===== src/rtl/car_anim_pkg.sv =====
// Shared constants, state encoding and row-position helper for the elevator car animator.
package car_anim_pkg;

  localparam int NUM_FLOORS   = 5;
  localparam int FLOOR_HEIGHT = 96;
  localparam int CAR_STEP     = 2;
  localparam int DOOR_MAX     = 32;
  localparam int DOOR_STEP    = 4;
  localparam int DOOR_HOLD    = 60;

  localparam int FLOOR_W = $clog2(NUM_FLOORS);
  // One spare bit so the row output matches the 10-bit VGA line counter.
  localparam int Y_W     = $clog2(NUM_FLOORS * FLOOR_HEIGHT) + 1;
  localparam int DOOR_W  = $clog2(DOOR_MAX + 1);
  localparam int HOLD_W  = $clog2(DOOR_HOLD);

  typedef enum logic [2:0] {
    ST_IDLE,
    ST_MOVE_UP,
    ST_MOVE_DOWN,
    ST_DOOR_OPENING,
    ST_DOOR_OPEN,
    ST_DOOR_CLOSING
  } anim_state_t;

  // Top pixel row of the car when parked at floor f (floor 0 is lowest on screen).
  function automatic logic [Y_W-1:0] floor_y(input logic [FLOOR_W-1:0] f);
    return Y_W'((NUM_FLOORS - 1 - int'(f)) * FLOOR_HEIGHT);
  endfunction

endpackage


===== src/rtl/car_animator.sv =====
// Frame-synchronous car position / door animator; all state advances only on frame_tick
// so the pixel generator sees constant data for a whole visible frame.
module car_animator
  import car_anim_pkg::*;
(
  input  logic               i_pixel_clk,
  input  logic               i_reset,
  input  logic               i_frame_tick,
  input  logic [FLOOR_W-1:0] i_target_floor,
  input  logic [1:0]         i_sim_state,
  input  logic [7:0]         i_people_data,
  output logic [Y_W-1:0]     o_car_y,
  output logic [FLOOR_W-1:0] o_cur_floor,
  output logic [DOOR_W-1:0]  o_door_gap,
  output logic               o_moving,
  output logic               o_arrived,
  output logic [1:0]         o_sim_state_q,
  output logic [7:0]         o_people_q
);

  localparam logic [FLOOR_W-1:0] TOP_FLOOR = FLOOR_W'(NUM_FLOORS - 1);
  localparam logic [Y_W-1:0]     Y_STEP    = Y_W'(CAR_STEP);
  localparam logic [DOOR_W-1:0]  D_STEP    = DOOR_W'(DOOR_STEP);
  localparam logic [DOOR_W-1:0]  D_MAX     = DOOR_W'(DOOR_MAX);
  localparam logic [HOLD_W-1:0]  HOLD_LOAD = HOLD_W'(DOOR_HOLD - 1);

  anim_state_t        r_state,   w_state_nxt;
  logic [Y_W-1:0]     r_car_y,   w_car_y_nxt;
  logic [FLOOR_W-1:0] r_cur,     w_cur_nxt;
  logic [FLOOR_W-1:0] r_tgt,     w_tgt_nxt;
  logic [DOOR_W-1:0]  r_door,    w_door_nxt;
  logic [HOLD_W-1:0]  r_hold,    w_hold_nxt;
  logic               r_moving,  w_moving_nxt;
  logic               r_arrived, w_arrived_nxt;
  logic [1:0]         r_sim_q,   w_sim_q_nxt;
  logic [7:0]         r_ppl_q,   w_ppl_q_nxt;

  logic [FLOOR_W-1:0] w_tgt_eff;
  logic               w_step_up;
  logic               w_step_dn;

  always_ff @(posedge i_pixel_clk) begin
    if (i_reset) begin
      r_state   <= ST_IDLE;
      r_car_y   <= floor_y('0);
      r_cur     <= '0;
      r_tgt     <= '0;
      r_door    <= '0;
      r_hold    <= '0;
      r_moving  <= 1'b0;
      r_arrived <= 1'b0;
      r_sim_q   <= '0;
      r_ppl_q   <= '0;
    end else begin
      r_state   <= w_state_nxt;
      r_car_y   <= w_car_y_nxt;
      r_cur     <= w_cur_nxt;
      r_tgt     <= w_tgt_nxt;
      r_door    <= w_door_nxt;
      r_hold    <= w_hold_nxt;
      r_moving  <= w_moving_nxt;
      r_arrived <= w_arrived_nxt;
      r_sim_q   <= w_sim_q_nxt;
      r_ppl_q   <= w_ppl_q_nxt;
    end
  end

  always_comb begin
    w_state_nxt   = r_state;
    w_car_y_nxt   = r_car_y;
    w_cur_nxt     = r_cur;
    w_tgt_nxt     = r_tgt;
    w_door_nxt    = r_door;
    w_hold_nxt    = r_hold;
    w_arrived_nxt = 1'b0;
    w_sim_q_nxt   = r_sim_q;
    w_ppl_q_nxt   = r_ppl_q;
    w_tgt_eff     = r_tgt;
    w_step_up     = 1'b0;
    w_step_dn     = 1'b0;

    if (i_frame_tick) begin
      w_sim_q_nxt = i_sim_state;
      w_ppl_q_nxt = i_people_data;
      case (r_state)
        ST_IDLE: begin
          w_tgt_eff = (i_target_floor > TOP_FLOOR) ? TOP_FLOOR : i_target_floor;
          w_tgt_nxt = w_tgt_eff;
          w_step_dn = (w_tgt_eff < r_cur);
          w_step_up = (w_tgt_eff > r_cur);
        end
        ST_MOVE_UP:   w_step_up = 1'b1;
        ST_MOVE_DOWN: w_step_dn = 1'b1;
        ST_DOOR_OPENING: begin
          w_door_nxt = r_door + D_STEP;
          if (w_door_nxt == D_MAX) begin
            w_hold_nxt  = HOLD_LOAD;
            w_state_nxt = ST_DOOR_OPEN;
          end
        end
        ST_DOOR_OPEN: begin
          if (r_hold == '0) w_state_nxt = ST_DOOR_CLOSING;
          else              w_hold_nxt  = r_hold - HOLD_W'(1);
        end
        ST_DOOR_CLOSING: begin
          w_door_nxt = r_door - D_STEP;
          if (w_door_nxt == '0) w_state_nxt = ST_IDLE;
        end
        default: w_state_nxt = ST_IDLE;
      endcase

      // The IDLE departure tick already moves the car, so travel is exactly
      // FLOOR_HEIGHT/CAR_STEP ticks per floor counted from the departure tick.
      if (w_step_up || w_step_dn) begin
        w_car_y_nxt = w_step_up ? (r_car_y - Y_STEP) : (r_car_y + Y_STEP);
        if (w_car_y_nxt == floor_y(w_tgt_eff)) begin
          w_cur_nxt     = w_tgt_eff;
          w_arrived_nxt = 1'b1;
          w_state_nxt   = ST_DOOR_OPENING;
        end else begin
          w_state_nxt = w_step_up ? ST_MOVE_UP : ST_MOVE_DOWN;
        end
      end
    end

    w_moving_nxt = (w_state_nxt == ST_MOVE_UP) || (w_state_nxt == ST_MOVE_DOWN);
  end

  always_comb begin
    o_car_y       = r_car_y;
    o_cur_floor   = r_cur;
    o_door_gap    = r_door;
    o_moving      = r_moving;
    o_arrived     = r_arrived;
    o_sim_state_q = r_sim_q;
    o_people_q    = r_ppl_q;
  end

endmodule


===== config.mk =====
export PLATFORM = sky130hd
export DESIGN_NAME = car_animator
export DESIGN_NICKNAME = d
export VERILOG_FILES = /design/src/rtl/car_anim_pkg.sv /design/src/rtl/car_animator.sv
export SDC_FILE = /design/constraint.sdc
export NUM_CORES = 1
export LEC_CHECK = 0
export CAP_MARGIN = 20
export CORE_MARGIN = 3
export CORE_UTILIZATION = 47
export DETAILED_ROUTE_END_ITERATION = 16
export PLACE_DENSITY = 0.78
export SETUP_SLACK_MARGIN = 0.02
export SLEW_MARGIN = 25
export SYNTH_ARGS = -nofsm -noshare
export SYNTH_HDL_FRONTEND = slang
export SYNTH_SLANG_ARGS = --single-unit

===== constraint.sdc =====
create_clock -name i_pixel_clk -period 4.9 [get_ports i_pixel_clk]
set_clock_uncertainty 0.2 [all_clocks]
set_input_delay 0.98 -clock i_pixel_clk [delete_from_list [all_inputs] [get_ports i_pixel_clk]]
set_output_delay 0.98 -clock i_pixel_clk [all_outputs]
set_load 0.01 [all_outputs]

Word-level counts from Yosys, hierarchy flattened
Cells that the tools add are included.

cells by class
  reduce and logical (&&, ||, !) cells = 13
  multipliers = 1
  bitwise logic cells = 2
  eq/ne operators = 11
  $add $sub $neg = 6
  mux-type cells = 21
  $lt $le $gt $ge = 3

operators by type and width
  operator                                                               count
  3-bit two-way mux                                                      8
  6-bit one-hot mux with 2 select lines                                  2
  6-bit zero test                                                        2
  6-bit two-way mux                                                      2
  3-bit one-hot mux with 4 select lines                                  1
  10-bit by 2-bit adder with 10-bit output, second input constant        1
  10-bit equality test                                                   1
  10-bit two-way mux                                                     1
  10-bit by 2-bit subtractor with 10-bit output, second input constant   1
  3-bit by 2-bit equality test with 1-bit output, second input constant  3
  6-bit by 3-bit adder with 6-bit output, second input constant          1
  3-bit by 1-bit equality test with 1-bit output, second input constant  2
  3-bit equality test, second input constant                             2
  6-bit equality test, second input constant                             1
  3-bit OR reduction                                                     2
  6-bit by 1-bit subtractor with 6-bit output, second input constant     1
  6-bit by 3-bit subtractor with 6-bit output, second input constant     1
  4-bit by 3-bit multiplier with 5-bit output, second input constant     1
  2-bit two-way mux                                                      2
  2-bit inequality test, second input constant                           2
  1-bit one-hot mux with 2 select lines                                  2
  2-bit AND reduction                                                    2
  4-bit AND reduction                                                    1
  2-bit nonzero test                                                     2
  other kinds (9)                                                        13

storage, ports and cells
  output and inout port bits = 31
  input port bits = 16
  bits in registers = 43

Depth between registers and ports, before layout
  word-level depth = 12
  mapped depth = 18
  mapped depth without buffers = 17

Least setup slack after synthesis
OpenSTA, ideal clock, no wires.

  path kind = input -> register
  start = input i_target_floor[1]
  end = register r_moving, in the netlist o_moving
  path slack = 0.037 ns
  data required time = 4.568 ns
  stages on the path = 16
  arrival = 4.531 ns
  buffers on the path = 0
  path through = nor2b_1 -> ha_1 -> nor2b_1 -> o21ai_1 -> a32oi_1 -> o21a_1 -> ha_1 -> a21o_1 -> and4_1 -> o31a_2 -> xnor3_1 -> or3_1 -> or4b_1 -> a21oi_2 -> xor2_1 -> nor3_1

on the way
  word-level cells in the longest chain between the ends = 12

ends and longest elaborated chain
  item                                                                                                                     line                                     text
  start: declaration                                                                                                       car_animator.sv:9                        input logic [FLOOR_W-1:0] i_target_floor,
  3-bit > comparator                                                                                                       car_animator.sv:87                       w_tgt_eff = (i_target_floor > TOP_FLOOR) ? TOP_FLOOR : i_target_floor;
  3-bit two-way mux *                                                                                                      car_animator.sv:87
  3-bit two-way mux / 3-bit > comparator (equally long branches)                                                           car_animator.sv:85, car_animator.sv:90
  3-bit two-way mux / 1-bit one-hot mux with 2 select lines (equally long branches)                                        car_animator.sv:82, car_animator.sv:85
  3-bit by 3-bit subtractor with 4-bit output / 1-bit two-way mux (equally long branches)                                  car_anim_pkg.sv:28, car_animator.sv:82
  4-bit by 3-bit multiplier with 5-bit output / 10-bit two-way mux (equally long branches)                                 car_anim_pkg.sv:28, car_animator.sv:115
  10-bit equality test                                                                                                     car_animator.sv:116                      if (w_car_y_nxt == floor_y(w_tgt_eff)) begin
  2-bit two-way mux                                                                                                        car_animator.sv:116
  3-bit two-way mux *                                                                                                      car_animator.sv:114                      if (w_step_up || w_step_dn) begin
  3-bit two-way mux *                                                                                                      car_animator.sv:82                       if (i_frame_tick) begin
  3-bit by 1-bit equality test with 1-bit output / 3-bit by 2-bit equality test with 1-bit output (equally long branches)  car_animator.sv:126                      w_moving_nxt = (w_state_nxt == ST_MOVE_UP) || (w_state_nxt == ST_MOVE_DOWN);
  1-bit logical OR *                                                                                                       car_animator.sv:126
  end signal: assignment                                                                                                   car_animator.sv:61                       r_moving <= w_moving_nxt;
  end: declaration                                                                                                         car_animator.sv:33                       logic r_moving, w_moving_nxt;

Every way passes the cells marked *; elsewhere a longest branch is shown, timed or not. The select of a mux whose other input is x is not followed.
A chain may end at the register's enable or synchronous reset.

Worst setup path in the final report
  start = input i_target_floor[0]
  end = register r_cur[1], in the netlist o_cur_floor[1]

on the way
  word-level cells in the longest chain between the ends = 8

ends and longest elaborated chain
  item                                                                                      line                                     text
  3-bit > comparator                                                                        car_animator.sv:87
  3-bit two-way mux *                                                                       car_animator.sv:87
  3-bit two-way mux / 3-bit > comparator (equally long branches)                            car_animator.sv:85, car_animator.sv:90
  3-bit two-way mux / 1-bit one-hot mux with 2 select lines (equally long branches)         car_animator.sv:82, car_animator.sv:85
  3-bit by 3-bit subtractor with 4-bit output / 1-bit two-way mux (equally long branches)   car_anim_pkg.sv:28, car_animator.sv:82
  4-bit by 3-bit multiplier with 5-bit output / 10-bit two-way mux (equally long branches)  car_anim_pkg.sv:28, car_animator.sv:115
  10-bit equality test                                                                      car_animator.sv:116
  3-bit AND reduction (no source line)                                                      n/a
  end signal: assignment                                                                    car_animator.sv:57                       r_cur <= w_cur_nxt;
  end: declaration                                                                          car_animator.sv:29                       logic [FLOOR_W-1:0] r_cur, w_cur_nxt;

Marked as above.

==> results.sh <==
export IMPL_min_path_cells=1
export IMPL_viasPerCell=5.36
export IMPL_final_common_cell="buf_4"
export IMPL_status="completed"
export IMPL_gp_congestion=0.902
export IMPL_startpoint_type="input port"
export IMPL_crit_type="in2reg"
export IMPL_totalWireLength_microns=6370
export IMPL_synth_area_sq_um=2480
export IMPL_p_per_area_nw_per_um2=379
export IMPL_finalNetCount=400
export IMPL_crit_arrival_ns=4.89
export IMPL_fillers=370
export IMPL_period_minus_slack_ns=4.85
export IMPL_cts_made_buffers=5
export IMPL_grt_max_degree=41
export IMPL_cap_violations=0
export IMPL_antenna_found_initial=0
export IMPL_maxSlewHeadroom=0.610
export IMPL_cp_max_fo=4
export IMPL_synth_async_sr_flop_share=0
export IMPL_worstHoldPathType="reg2reg"
export IMPL_finalSetupTns_ns=0
export IMPL_grt_first_pass_wirelength_microns=10900
export IMPL_setup_viol=0
export IMPL_firstDrtPassIters=4
export IMPL_initial_utilization=0.505
export IMPL_yosysSeqAreaShare=0.323
export IMPL_synth_distinct_cells=53
export IMPL_synth_warnings=0
export IMPL_synthFlopType="dfxtp_1"
export IMPL_syn_area_per_cell_sq_um=8.89
export IMPL_rows=25
export IMPL_overflow=0
export IMPL_diodes=0
export IMPL_vdd_drop_max_mv=0.230
export IMPL_grt_usage=0.222
export IMPL_drive_gt1_frac=0.237
export IMPL_final_cell_mix="buf_4, nor2_1, clkdlybuf4s50_1"
export IMPL_drt_iter0_markers=88
export IMPL_synth_edff_count=0
export IMPL_ys_ff_latch=40
export IMPL_clk_pin_slew_ns=0.08
export IMPL_num_io_pins=47
export IMPL_dieWidth_microns=78.6
export IMPL_cp_end_kind="flop"
export IMPL_coreArea_sq_um=4910
export IMPL_hpwl_microns=4070
export IMPL_drt_antenna_violating_nets=0
export IMPL_hold_viol=0
export IMPL_fin_crit_sh=0.989
export IMPL_cts_tree="yes"
export IMPL_worstPathRequired_ns=4.94
export IMPL_cts_root_buf="clkbuf_8"
export IMPL_drc=0
export IMPL_die_area_sq_um=6180
export IMPL_area_growth_syn_to_layout_pct=43.4
export IMPL_worst_pin_slew_ns=0.581
export IMPL_clockBufferDepth=2
export IMPL_synthCells=279
export IMPL_dpl_worst_slack_ns=-0.440
export IMPL_cts_max_level=2
export IMPL_rsz0062_at_grt="true"
export IMPL_die_h_microns=78.6
export IMPL_slew_viol_final=0
export IMPL_io_buffer_count=43
export IMPL_layout_setup_ws_ns=0.0515
export IMPL_p_leak_nw=1.52
export IMPL_fmax_mhz=206
export IMPL_r2r_cells=14
export IMPL_instances_no_fill=430
export IMPL_detail_route_wl_per_cell_microns=14.8
export IMPL_clkSinkCount=40
export IMPL_placedCellCount=413
export IMPL_vias=2305
export IMPL_grt_pass1_vias=2324
export IMPL_clock_latency_ns=0.30
[cell type report]
| class | instances | area [sq um] | share of cell area |
|---|---|---|---|
| inverters | 14 | 52.6 | 0.0148 |
| multi-input cells | 212 | 1720 | 0.484 |
| repair buffers | 89 | 777 | 0.219 |
| clock inverters | 2 | 38.8 | 0.0109 |
| clock buffers | 6 | 82.6 | 0.0232 |
| well taps | 67 | 83.8 | 0.0236 |
| flip-flops and latches | 40 | 801 | 0.225 |
[registers in the layout (all words and copies together) (netlist names), 2 cells and up]
register / flops
o_car_y: 9
o_cur_floor: 3
o_door_gap: 4
o_people_q: 8
o_sim_state_q: 2
r_hold: 6
r_state: 3
r_tgt: 3
[cell usage after synthesis (3+ instances only)]
cell type  number  area, sq um
dfxtp_1        40          801
xnor3_1         3         67.6
inv_1          13         48.8
o21ai_0         5         25.0
a21o_1          3         22.5
buf_4           3         22.5
nor2_1         42          158
nor3_1          7         35.0
o21ai_1         3         15.0
xnor2_1        10         87.6
xor2_1          7         61.3
nand2_1         8         30.0
buf_2           3         15.0
a211oi_1        5         37.5
nand3_1         6         30.0
a21oi_1        17         85.1
and2_1          3         18.8
mux2i_1        18          180
ha_1           20          250
a211o_1         4         35.0
or3_1           6         37.5
clkbuf_1        7         26.3
nor2b_1         7         43.8
[per-layer routing]
metal / wire length, microns / track usage / vias to the layer above
met5: 0 / 0 / -
met4: 154 / 0.0927 / 0
met3: 368 / 0.0516 / 14
met2: 3050 / 0.374 / 76
met1: 2800 / 0.271 / 1082
li1: - / - / 1133
[where the power goes]
| group | leakage [nW] | switching (mW) | internal [mW] | total [mW] |
|---|---|---|---|---|
| Sequential | 0.327 | 0.0298 | 0.351 | 0.381 |
| Clock | 0.0614 | 0.122 | 0.167 | 0.288 |
| Combinational | 1.13 | 0.280 | 0.399 | 0.679 |
| Total | 1.52 | 0.432 | 0.917 | 1.35 |
[worst max-delay path, cell delays in order]
cell	delay, ns
clkdlybuf4s50_1	0.45
nor2b_4	0.16
inv_1	0.06
ha_2	0.16
nor2b_1	0.11
o21ai_1	0.08
a32oi_1	0.20
o21a_2	0.19
buf_4	0.12
ha_4	0.19
a21o_1	0.18
buf_4	0.15
a21oi_4	0.14
xor2_1	0.21
nand3_1	0.12
or3_4	0.41
nor3_1	0.26
o211ai_1	0.29
mux2_2	0.35
nor2_1	0.07
[metrics by stage]
stage	cell area, sq um	hold WS, ns	util	power (mW)
2_1_floorplan	2490	0.227	-	0.703
3_3_place_gp	3210	0.253	0.653	0.904
3_5_place_dp	3210	0.265	0.653	0.919
4_1_cts	3500	0.277	0.714	1.31
5_1_grt	3560	0.317	0.724	1.42
6_report	3560	0.281	0.724	1.35
[logic make-up after synthesis]
| logic type | after synthesis | synth area share |
|---|---|---|
| mux | 20 | 0.0817 |
| xor+xnor | 21 | 0.0969 |
| buf+inv | 29 | 0.0500 |
| other cells | 1 | 0.00151 |
| fa+ha+maj | 22 | 0.117 |
| flops | 40 | 0.323 |
| compound gates | 54 | 0.147 |
| simple gates | 92 | 0.183 |
[worst paths after layout]
path	from	end	slack, ns
hold / removal	r_hold[0]	r_hold[0]	0.28
hold reg to reg	r_hold[0]	r_hold[0]	0.28
setup reg to reg	r_state[1]	o_cur_floor[1]	0.41
setup / recovery	i_target_floor[0]	o_cur_floor[1]	0.05
[timing repair]
action	CTS	global route
gates cloned	0	0
resized for setup	23	9
endpoints found under the setup margin	4	7
pin swaps	15	11
endpoints found under the hold margin	0	0
buffers inserted	7	2
hold buffers	0	0
Note: power is estimated with default switching activity, not from simulation.
